==> src/rtl/gpio_bank.sv <==
// rtl/gpio_bank.sv - multi-port GPIO for the light8080 IO space with atomic writes and edge interrupts
module gpio_bank #(
  parameter int         NPORTS      = 2,
  parameter int         WIDTH       = 8,
  parameter logic [7:0] BASE_ADDR   = 8'h84,
  parameter int         SYNC_STAGES = 2
) (
  input  logic                     clock,
  input  logic                     reset,
  input  logic [7:0]               io_addr,
  input  logic                     io_wr,
  input  logic                     io_rd,
  input  logic [7:0]               io_din,
  output logic [7:0]               io_dout,
  output logic                     io_hit,
  input  logic [NPORTS*WIDTH-1:0]  pin_in,
  output logic [NPORTS*WIDTH-1:0]  pin_out,
  output logic [NPORTS*WIDTH-1:0]  pin_oe,
  output logic [NPORTS-1:0]        irq,
  output logic                     irq_any
);

  localparam int         NB         = NPORTS * WIDTH;
  localparam logic [2:0] SETTLE_MAX = 3'(SYNC_STAGES + 1);
  localparam logic [8:0] WINDOW     = 9'(NPORTS * 8);

  logic [NB-1:0]     r_out, r_dir, r_ie, r_pol, r_iflag, r_prev;
  logic [NB-1:0]     r_sync [SYNC_STAGES];
  logic [2:0]        r_settle;
  logic [NPORTS-1:0] r_irq;
  logic [7:0]        r_dout;
  logic              r_hit;

  logic [8:0]        w_rel;
  logic              w_sel;
  logic [2:0]        w_port, w_reg;
  logic [WIDTH-1:0]  w_wdata, w_rsel;
  logic [NB-1:0]     w_out_nxt, w_dir_nxt, w_ie_nxt, w_pol_nxt, w_w1c;
  logic [NB-1:0]     w_sync, w_rise, w_fall, w_evt;
  logic [NPORTS-1:0] w_irq_nxt;

  // Nine-bit subtract so addresses below BASE_ADDR borrow out instead of wrapping into the window.
  assign w_rel   = {1'b0, io_addr} - {1'b0, BASE_ADDR};
  assign w_sel   = !w_rel[8] && (w_rel < WINDOW);
  assign w_port  = w_rel[5:3];
  assign w_reg   = w_rel[2:0];
  assign w_wdata = WIDTH'(io_din);

  always_comb begin
    w_out_nxt = r_out;
    w_dir_nxt = r_dir;
    w_ie_nxt  = r_ie;
    w_pol_nxt = r_pol;
    w_w1c     = '0;
    for (int p = 0; p < NPORTS; p++) begin
      if (io_wr && w_sel && (w_port == 3'(p))) begin
        case (w_reg)
          3'd0:    w_out_nxt[p*WIDTH +: WIDTH] = w_wdata;
          3'd1:    w_dir_nxt[p*WIDTH +: WIDTH] = w_wdata;
          3'd2:    w_out_nxt[p*WIDTH +: WIDTH] = r_out[p*WIDTH +: WIDTH] | w_wdata;
          3'd3:    w_out_nxt[p*WIDTH +: WIDTH] = r_out[p*WIDTH +: WIDTH] & ~w_wdata;
          3'd4:    w_out_nxt[p*WIDTH +: WIDTH] = r_out[p*WIDTH +: WIDTH] ^ w_wdata;
          3'd5:    w_ie_nxt[p*WIDTH +: WIDTH]  = w_wdata;
          3'd6:    w_pol_nxt[p*WIDTH +: WIDTH] = w_wdata;
          default: w_w1c[p*WIDTH +: WIDTH]     = w_wdata;
        endcase
      end
    end
  end

  always_comb begin
    w_rsel = '0;
    for (int p = 0; p < NPORTS; p++) begin
      if (w_port == 3'(p)) begin
        case (w_reg)
          3'd0:    w_rsel = w_sync[p*WIDTH +: WIDTH];
          3'd1:    w_rsel = r_dir[p*WIDTH +: WIDTH];
          3'd5:    w_rsel = r_ie[p*WIDTH +: WIDTH];
          3'd6:    w_rsel = r_pol[p*WIDTH +: WIDTH];
          3'd7:    w_rsel = r_iflag[p*WIDTH +: WIDTH];
          default: w_rsel = r_out[p*WIDTH +: WIDTH];
        endcase
      end
    end
  end

  // Edges are masked until the sync chain and prev have flushed their reset zeros.
  assign w_sync = r_sync[SYNC_STAGES-1];
  assign w_rise = w_sync & ~r_prev;
  assign w_fall = ~w_sync & r_prev;
  assign w_evt  = (r_settle == SETTLE_MAX) ? ((r_pol & w_fall) | (~r_pol & w_rise)) : '0;

  always_comb begin
    w_irq_nxt = '0;
    for (int p = 0; p < NPORTS; p++) begin
      w_irq_nxt[p] = |(r_iflag[p*WIDTH +: WIDTH] & r_ie[p*WIDTH +: WIDTH]);
    end
  end

  always_ff @(posedge clock or posedge reset) begin
    if (reset) begin
      r_out    <= '0;
      r_dir    <= '0;
      r_ie     <= '0;
      r_pol    <= '0;
      r_iflag  <= '0;
      r_prev   <= '0;
      for (int i = 0; i < SYNC_STAGES; i++) r_sync[i] <= '0;
      r_settle <= '0;
      r_irq    <= '0;
      r_dout   <= '0;
      r_hit    <= 1'b0;
    end else begin
      r_out    <= w_out_nxt;
      r_dir    <= w_dir_nxt;
      r_ie     <= w_ie_nxt;
      r_pol    <= w_pol_nxt;
      r_iflag  <= (r_iflag & ~w_w1c) | w_evt;
      r_sync[0] <= pin_in;
      for (int i = 1; i < SYNC_STAGES; i++) r_sync[i] <= r_sync[i-1];
      r_prev   <= w_sync;
      if (r_settle != SETTLE_MAX) r_settle <= r_settle + 3'd1;
      r_irq    <= w_irq_nxt;
      r_hit    <= io_rd && w_sel;
      if (io_rd && w_sel) r_dout <= 8'(w_rsel);
    end
  end

  assign pin_out = r_out;
  assign pin_oe  = r_dir;
  assign irq     = r_irq;
  assign irq_any = |r_irq;
  assign io_dout = r_dout;
  assign io_hit  = r_hit;

endmodule

==> config.mk <==
export PLATFORM = sky130hd
export DESIGN_NAME = gpio_bank
export DESIGN_NICKNAME = d
export VERILOG_FILES = /design/src/rtl/gpio_bank.sv
export SDC_FILE = /design/constraint.sdc
export NUM_CORES = 1
export LEC_CHECK = 0
export CORE_MARGIN = 5
export CORE_UTILIZATION = 47
export CTS_BUF_LIST = sky130_fd_sc_hd__clkbuf_4 sky130_fd_sc_hd__clkbuf_8
export DETAILED_ROUTE_END_ITERATION = 10
export GPL_TIMING_DRIVEN = 1
export PLACE_DENSITY = 0.71
export SYNTH_ARGS = -nofsm -noshare
export SYNTH_HDL_FRONTEND = slang
export SYNTH_SLANG_ARGS = --single-unit
export TNS_END_PERCENT = 5
==> constraint.sdc <==
create_clock -name clock -period 8.9 [get_ports clock]
set_clock_uncertainty 0.15 [all_clocks]
set_input_delay 1.335 -clock clock [delete_from_list [all_inputs] [get_ports clock]]
set_output_delay 1.335 -clock clock [all_outputs]
set_load 0.005 [all_outputs]
# After elaboration in Yosys (flattened, before gate mapping)
# Index checks and enable logic that the tools add are counted.
[op_classes]
add_sub_neg = 2
order_cmp = 1
eq_ne = 10
mux = 10
bitwise = 20
reduce_logical = 21
[op_table]
columns = ["operator", "n"]
rows = [
  ["16-bit AND", 5],
  ["8-bit one-hot mux with 5 select lines", 2],
  ["16-bit NOT", 4],
  ["8-bit one-hot mux with 4 select lines", 2],
  ["8-bit two-way mux", 5],
  ["8-bit AND", 4],
  ["16-bit OR", 2],
  ["16-bit two-way mux", 1],
  ["8-bit OR", 2],
  ["2-bit AND reduction", 8],
  ["8-bit OR reduction", 2],
  ["8-bit XOR", 2],
  ["3-bit == test, second input constant", 4],
  ["3-bit by 2-bit == test with 1-bit output, second input constant", 3],
  ["9-bit by 5-bit less-than comparator with 1-bit output, second input constant", 1],
  ["8-bit by 8-bit subtractor with 9-bit output, second input constant", 1],
  ["8-bit NOT", 1],
  ["7-bit OR reduction", 1],
  ["3-bit by 1-bit == test with 1-bit output, second input constant", 2],
  ["3-bit logical NOT", 2],
  ["1-bit logical AND", 5],
  ["4-bit nonzero test", 1],
  ["3-bit by 1-bit adder with 3-bit output, second input constant", 1],
  ["3-bit by 2-bit != test with 1-bit output, second input constant", 1],
  ["other kinds (2)", 2],
]
[word_totals]
reg_bits = 142
input_bits = 36
wordCells = 80

# Longest topological paths before layout
[depth]
depth_word = 9
depth_mapped = 10
depth_no_buf = 7

# Worst setup path after synthesis
# No wires, ideal clock.
[synth_timing]
path_kind = "input-to-reg"
startpoint = "input port io_addr[2]"
endpoint = "register r_dir[0], in the netlist pin_oe[0]"
setup_time_ns = 0.125
arrival_time_ns = 3.595
t_required_ns = 8.625
slack_ns = 5.030
cell_stages = 9
path_buffers = 3
path_cell_list = "buf_2 -> inv_2 -> buf_1 -> ha_1 -> buf_1 -> nand2_1 -> or3_4 -> nor3_4 -> mux2_4"
[synth_via]
elab_chain_len = 6
elab_cells_between_ends = 9
cone_classes = "1 x add/sub; 1 x order compare; 1 x eq/ne; 6 x reduce/logical"
[synth_lines]
columns = ["element", "line_no", "text"]
rows = [
  ["start, declared", "10", "input logic [7:0] io_addr,"],
  ["8-bit by 8-bit subtractor with 9-bit output (*)", "43", "assign w_rel = {1'b0, io_addr} - {1'b0, BASE_ADDR};"],
  ["9-bit by 5-bit less-than comparator with 1-bit output or 1-bit logical NOT (tied branches)", "44", "assign w_sel = !w_rel[8] && (w_rel < WINDOW);"],
  ["1-bit logical AND", "44", ""],
  ["1-bit logical AND (2 in series)", "56", "if (io_wr && w_sel && (w_port == 3'(p))) begin"],
  ["2-bit AND reduction (no source line) (*)", "--", ""],
  ["end signal, assigned", "115", "r_dir <= w_dir_nxt;"],
  ["end, declared", "27", "logic [NB-1:0] r_out, r_dir, r_ie, r_pol, r_iflag, r_prev;"],
]
# Every way passes the cells marked *; elsewhere a longest branch is shown, timed or not.
# A chain may end at the register's enable or synchronous reset.

# Final worst setup path
[layout_timing]
startpoint = "input port io_addr[2]"
endpoint = "register r_dir[3], in the netlist pin_oe[3]"
# Same word-level chain as after synthesis.

==> run metrics <==
status finished clean; Peak VDD IR 0.0981 mV; final worst path period share a little over half; Area after DPL 0.00804 sq mm; Highest Signal Layer met4; Syn-to-layout area delta 18.1%; CTS tree built; die width 133 microns; Starting Density 47.4%; fraction of layout cells with a size suffix above 1 14.7%; dpl ws ~3.7 ns; Worst setup EP type register; Max stage delay on crit path roughly 1.1 ns; Pins Over Slew Limit 0; CTS clk-pin slew, worst paths around 0.07 ns; site row count 45; vias in the first global route approximately 5600; DP HPWL 12500 microns; FILL cells 1277; met3 wire length 1070 microns; fin area 0.00842 sq mm; distinct cell type count after synthesis 47; Final Hold Viols 0; DR vias 5376; Die Height 133 microns; r2r setup slk around 7 ns; CTS Root Cell clkbuf_8; initial antenna violation count 0; post-CTS setup buffers 0; syn_area_per_cell approximately 11 sq um; largest net degree at the start of global routing 89; crit path kind input port to register; Leak 3.78 nW; final setup violating endpoints 0; Clock Latency Late Sink 0.45 ns; worst slew pin tran 1.22 ns; Req. time, crit path about 9.1 ns; Max clock buf depth 2; number of remaining DRC errors 0; pwr dens ~190 mW/mm^2; worst setup margin 4.10 ns; Finished Core Util 56.0%; Seq/Total Area, Yosys 49.8%; Tot Pwr 1.61 mW; CTS sink count ~140; Cell Chain, Critical Path clkdlybuf4s50_1 -> inv_2 -> ha_1 -> nand2_1 -> or3_4 -> nor3_4 -> mux2_4; Vias per Instance 5.80; critical path's slowest cell clkdlybuf4s50_1; Post-Syn Area 0.00713 sq mm; Initial DRT Pass Iterations 5; Tmin final 4.80 ns; final wirelength 17900 microns; diode count 0; commonest non-fill, non-tap cell in the layout dfrtp_1; gpl congestion 0.881; fmax 0.208 GHz; CTS buffer count 17; Crit Path Max Fanout 24; Starting DRT DRC Count 511; Routed Antenna Nets 0; number of max-cap violations 0; core area between 0.015 and 0.02 sq mm; Avg WL per Cell 19.3 microns; Reg2Reg Depth 3; Reg area 0.00355 sq mm; ranking of synthesized cells by area dfrtp_1 (50%), mux2_4 (6.3%), ha_1 (6.1%), mux2_2 (4.3%), nor2_1 (3.9%); setup TNS 0 ns; commonest non-fill, non-tap cells in the layout dfrtp_1 (142), clkdlybuf4s50_1 (78), nor2_1 (74); routed wl met2 8500 microns; Ys Warns 0; FF+latch count, synth 142; Setup crit end pin_oe[3]$_DFFE_PP0P_; top-area cell type share of the netlist area between 40% and 50%; cell taking the most area after synthesis dfrtp_1; Nets 800; Worst Setup Start Kind input port; first-pass GRT wire length approximately 29000 microns; H-Tree Level Count 4; Reg2Reg Launch Point r_settle[0]$_DFFE_PP0N_; Syn Nets 736; PortBufs roughly 80; Total Routing Usage GR 20.9%; worst hold-check path type register to register; area of the multi-input gates 0.00329 sq mm; Rel. slew slack 18.1%; Post-CTS Hold Fix Bufs 0; Critical path origin io_addr[2]; worst r2r dst r_settle[1]$_DFFE_PP0N_; cts repair resizes 0; met1 WL 7770 microns; CP arrival ~5 ns; I/O pins 80; GR Overflow Total 0; Syn Inst Count 665; RSZ-0062 raised after global routing no; die area 0.0177 sq mm
registers in the layout, summed over array words and instances (netlist names):
signal / cells
io_dout: 8
io_hit: 1
irq: 2
pin_oe: 16
pin_out: 16
r_ie: 16
r_iflag: 16
r_pol: 16
r_prev: 16
r_settle: 3
r_sync: 16
w_sync: 16
worst max-delay path, delay by kind of cell:
kind          cells  cell delay [ns]
simple gates      3             1.11
mux               1             0.35
fa+ha+maj         1             0.73
buf+inv           2             1.47
cell usage after synthesis, drive strengths merged:
cell type / number
dfrtp: 142
nor2: 75
mux2: 57
nand2: 56
a21oi: 51
ha: 35
o21ai: 34
inv: 32
clkbuf: 23
a221oi: 19
a22oi: 18
buf: 17
a22o: 16
mux2i: 14
nand2b: 13
nor2b: 12
nor3: 6
nand3b: 5
o32a: 5
nand3: 4
o22ai: 4
o2bb2ai: 4
o221a: 3
or4: 3
nand4: 2
nor4: 2
o32ai: 2
or3: 2
a2111oi: 1
a211oi: 1
a31oi: 1
and2: 1
and3b: 1
o221ai: 1
o31a: 1
or2: 1
xnor2: 1
where the power goes:
| part | internal, mW | switching [mW] | leakage [nW] |
|---|---|---|---|
| Sequential | 0.704 | 0.0632 | 1.73 |
| Clock | 0.274 | 0.243 | 0.190 |
| Combinational | 0.173 | 0.150 | 1.86 |
layout make-up:
class / count / share of cell area [%]
inverter: 32 / 1.49
clock inverter: 11 / 1.72
timing repair buffer: 85 / 9.86
sequential: 142 / 42.2
tap: 188 / 2.79
multi-input combinational: 451 / 39.1
clock buffer: 18 / 2.87
through the flow:
step / std cells / hold slack, ns
after floorplan: 665 / 0.181
after global placement: 898 / 0.183
after detailed placement: 898 / 0.185
after CTS: 927 / 0.201
after global routing: 927 / 0.211
final: 927 / 0.200
cells by family after synthesis:
family / synth area share (%)
buffers and inverters: 4.05
multiplexers: 12.5
AO/OA/AOI/OAI: 15.1
AND/OR/NAND/NOR: 12.2
adder cells (fa/ha/maj): 6.14
flip-flops: 49.8
XOR/XNOR: 0.123
per-layer routing:
layer  vias to the layer above  track usage [%]
li1                       2477                -
met1                      2662             27.9
met2                       200             32.8
met3                        37             4.95
met4                         0             9.14
met5                         -                0
worst min path at each step:
stage / start / endpoint / cells past startpoint
after floorplan: r_sync[16]$_DFF_PP0_ / w_sync[0]$_DFF_PP0_ / 0
after global placement: r_sync[26]$_DFF_PP0_ / w_sync[10]$_DFF_PP0_ / 0
after detailed placement: r_sync[27]$_DFF_PP0_ / w_sync[11]$_DFF_PP0_ / 0
after CTS: r_sync[18]$_DFF_PP0_ / w_sync[2]$_DFF_PP0_ / 0
after global routing: r_sync[19]$_DFF_PP0_ / w_sync[3]$_DFF_PP0_ / 0
final: r_sync[27]$_DFF_PP0_ / w_sync[11]$_DFF_PP0_ / 0
No activity file was read; power rests on OpenSTA's default activity.
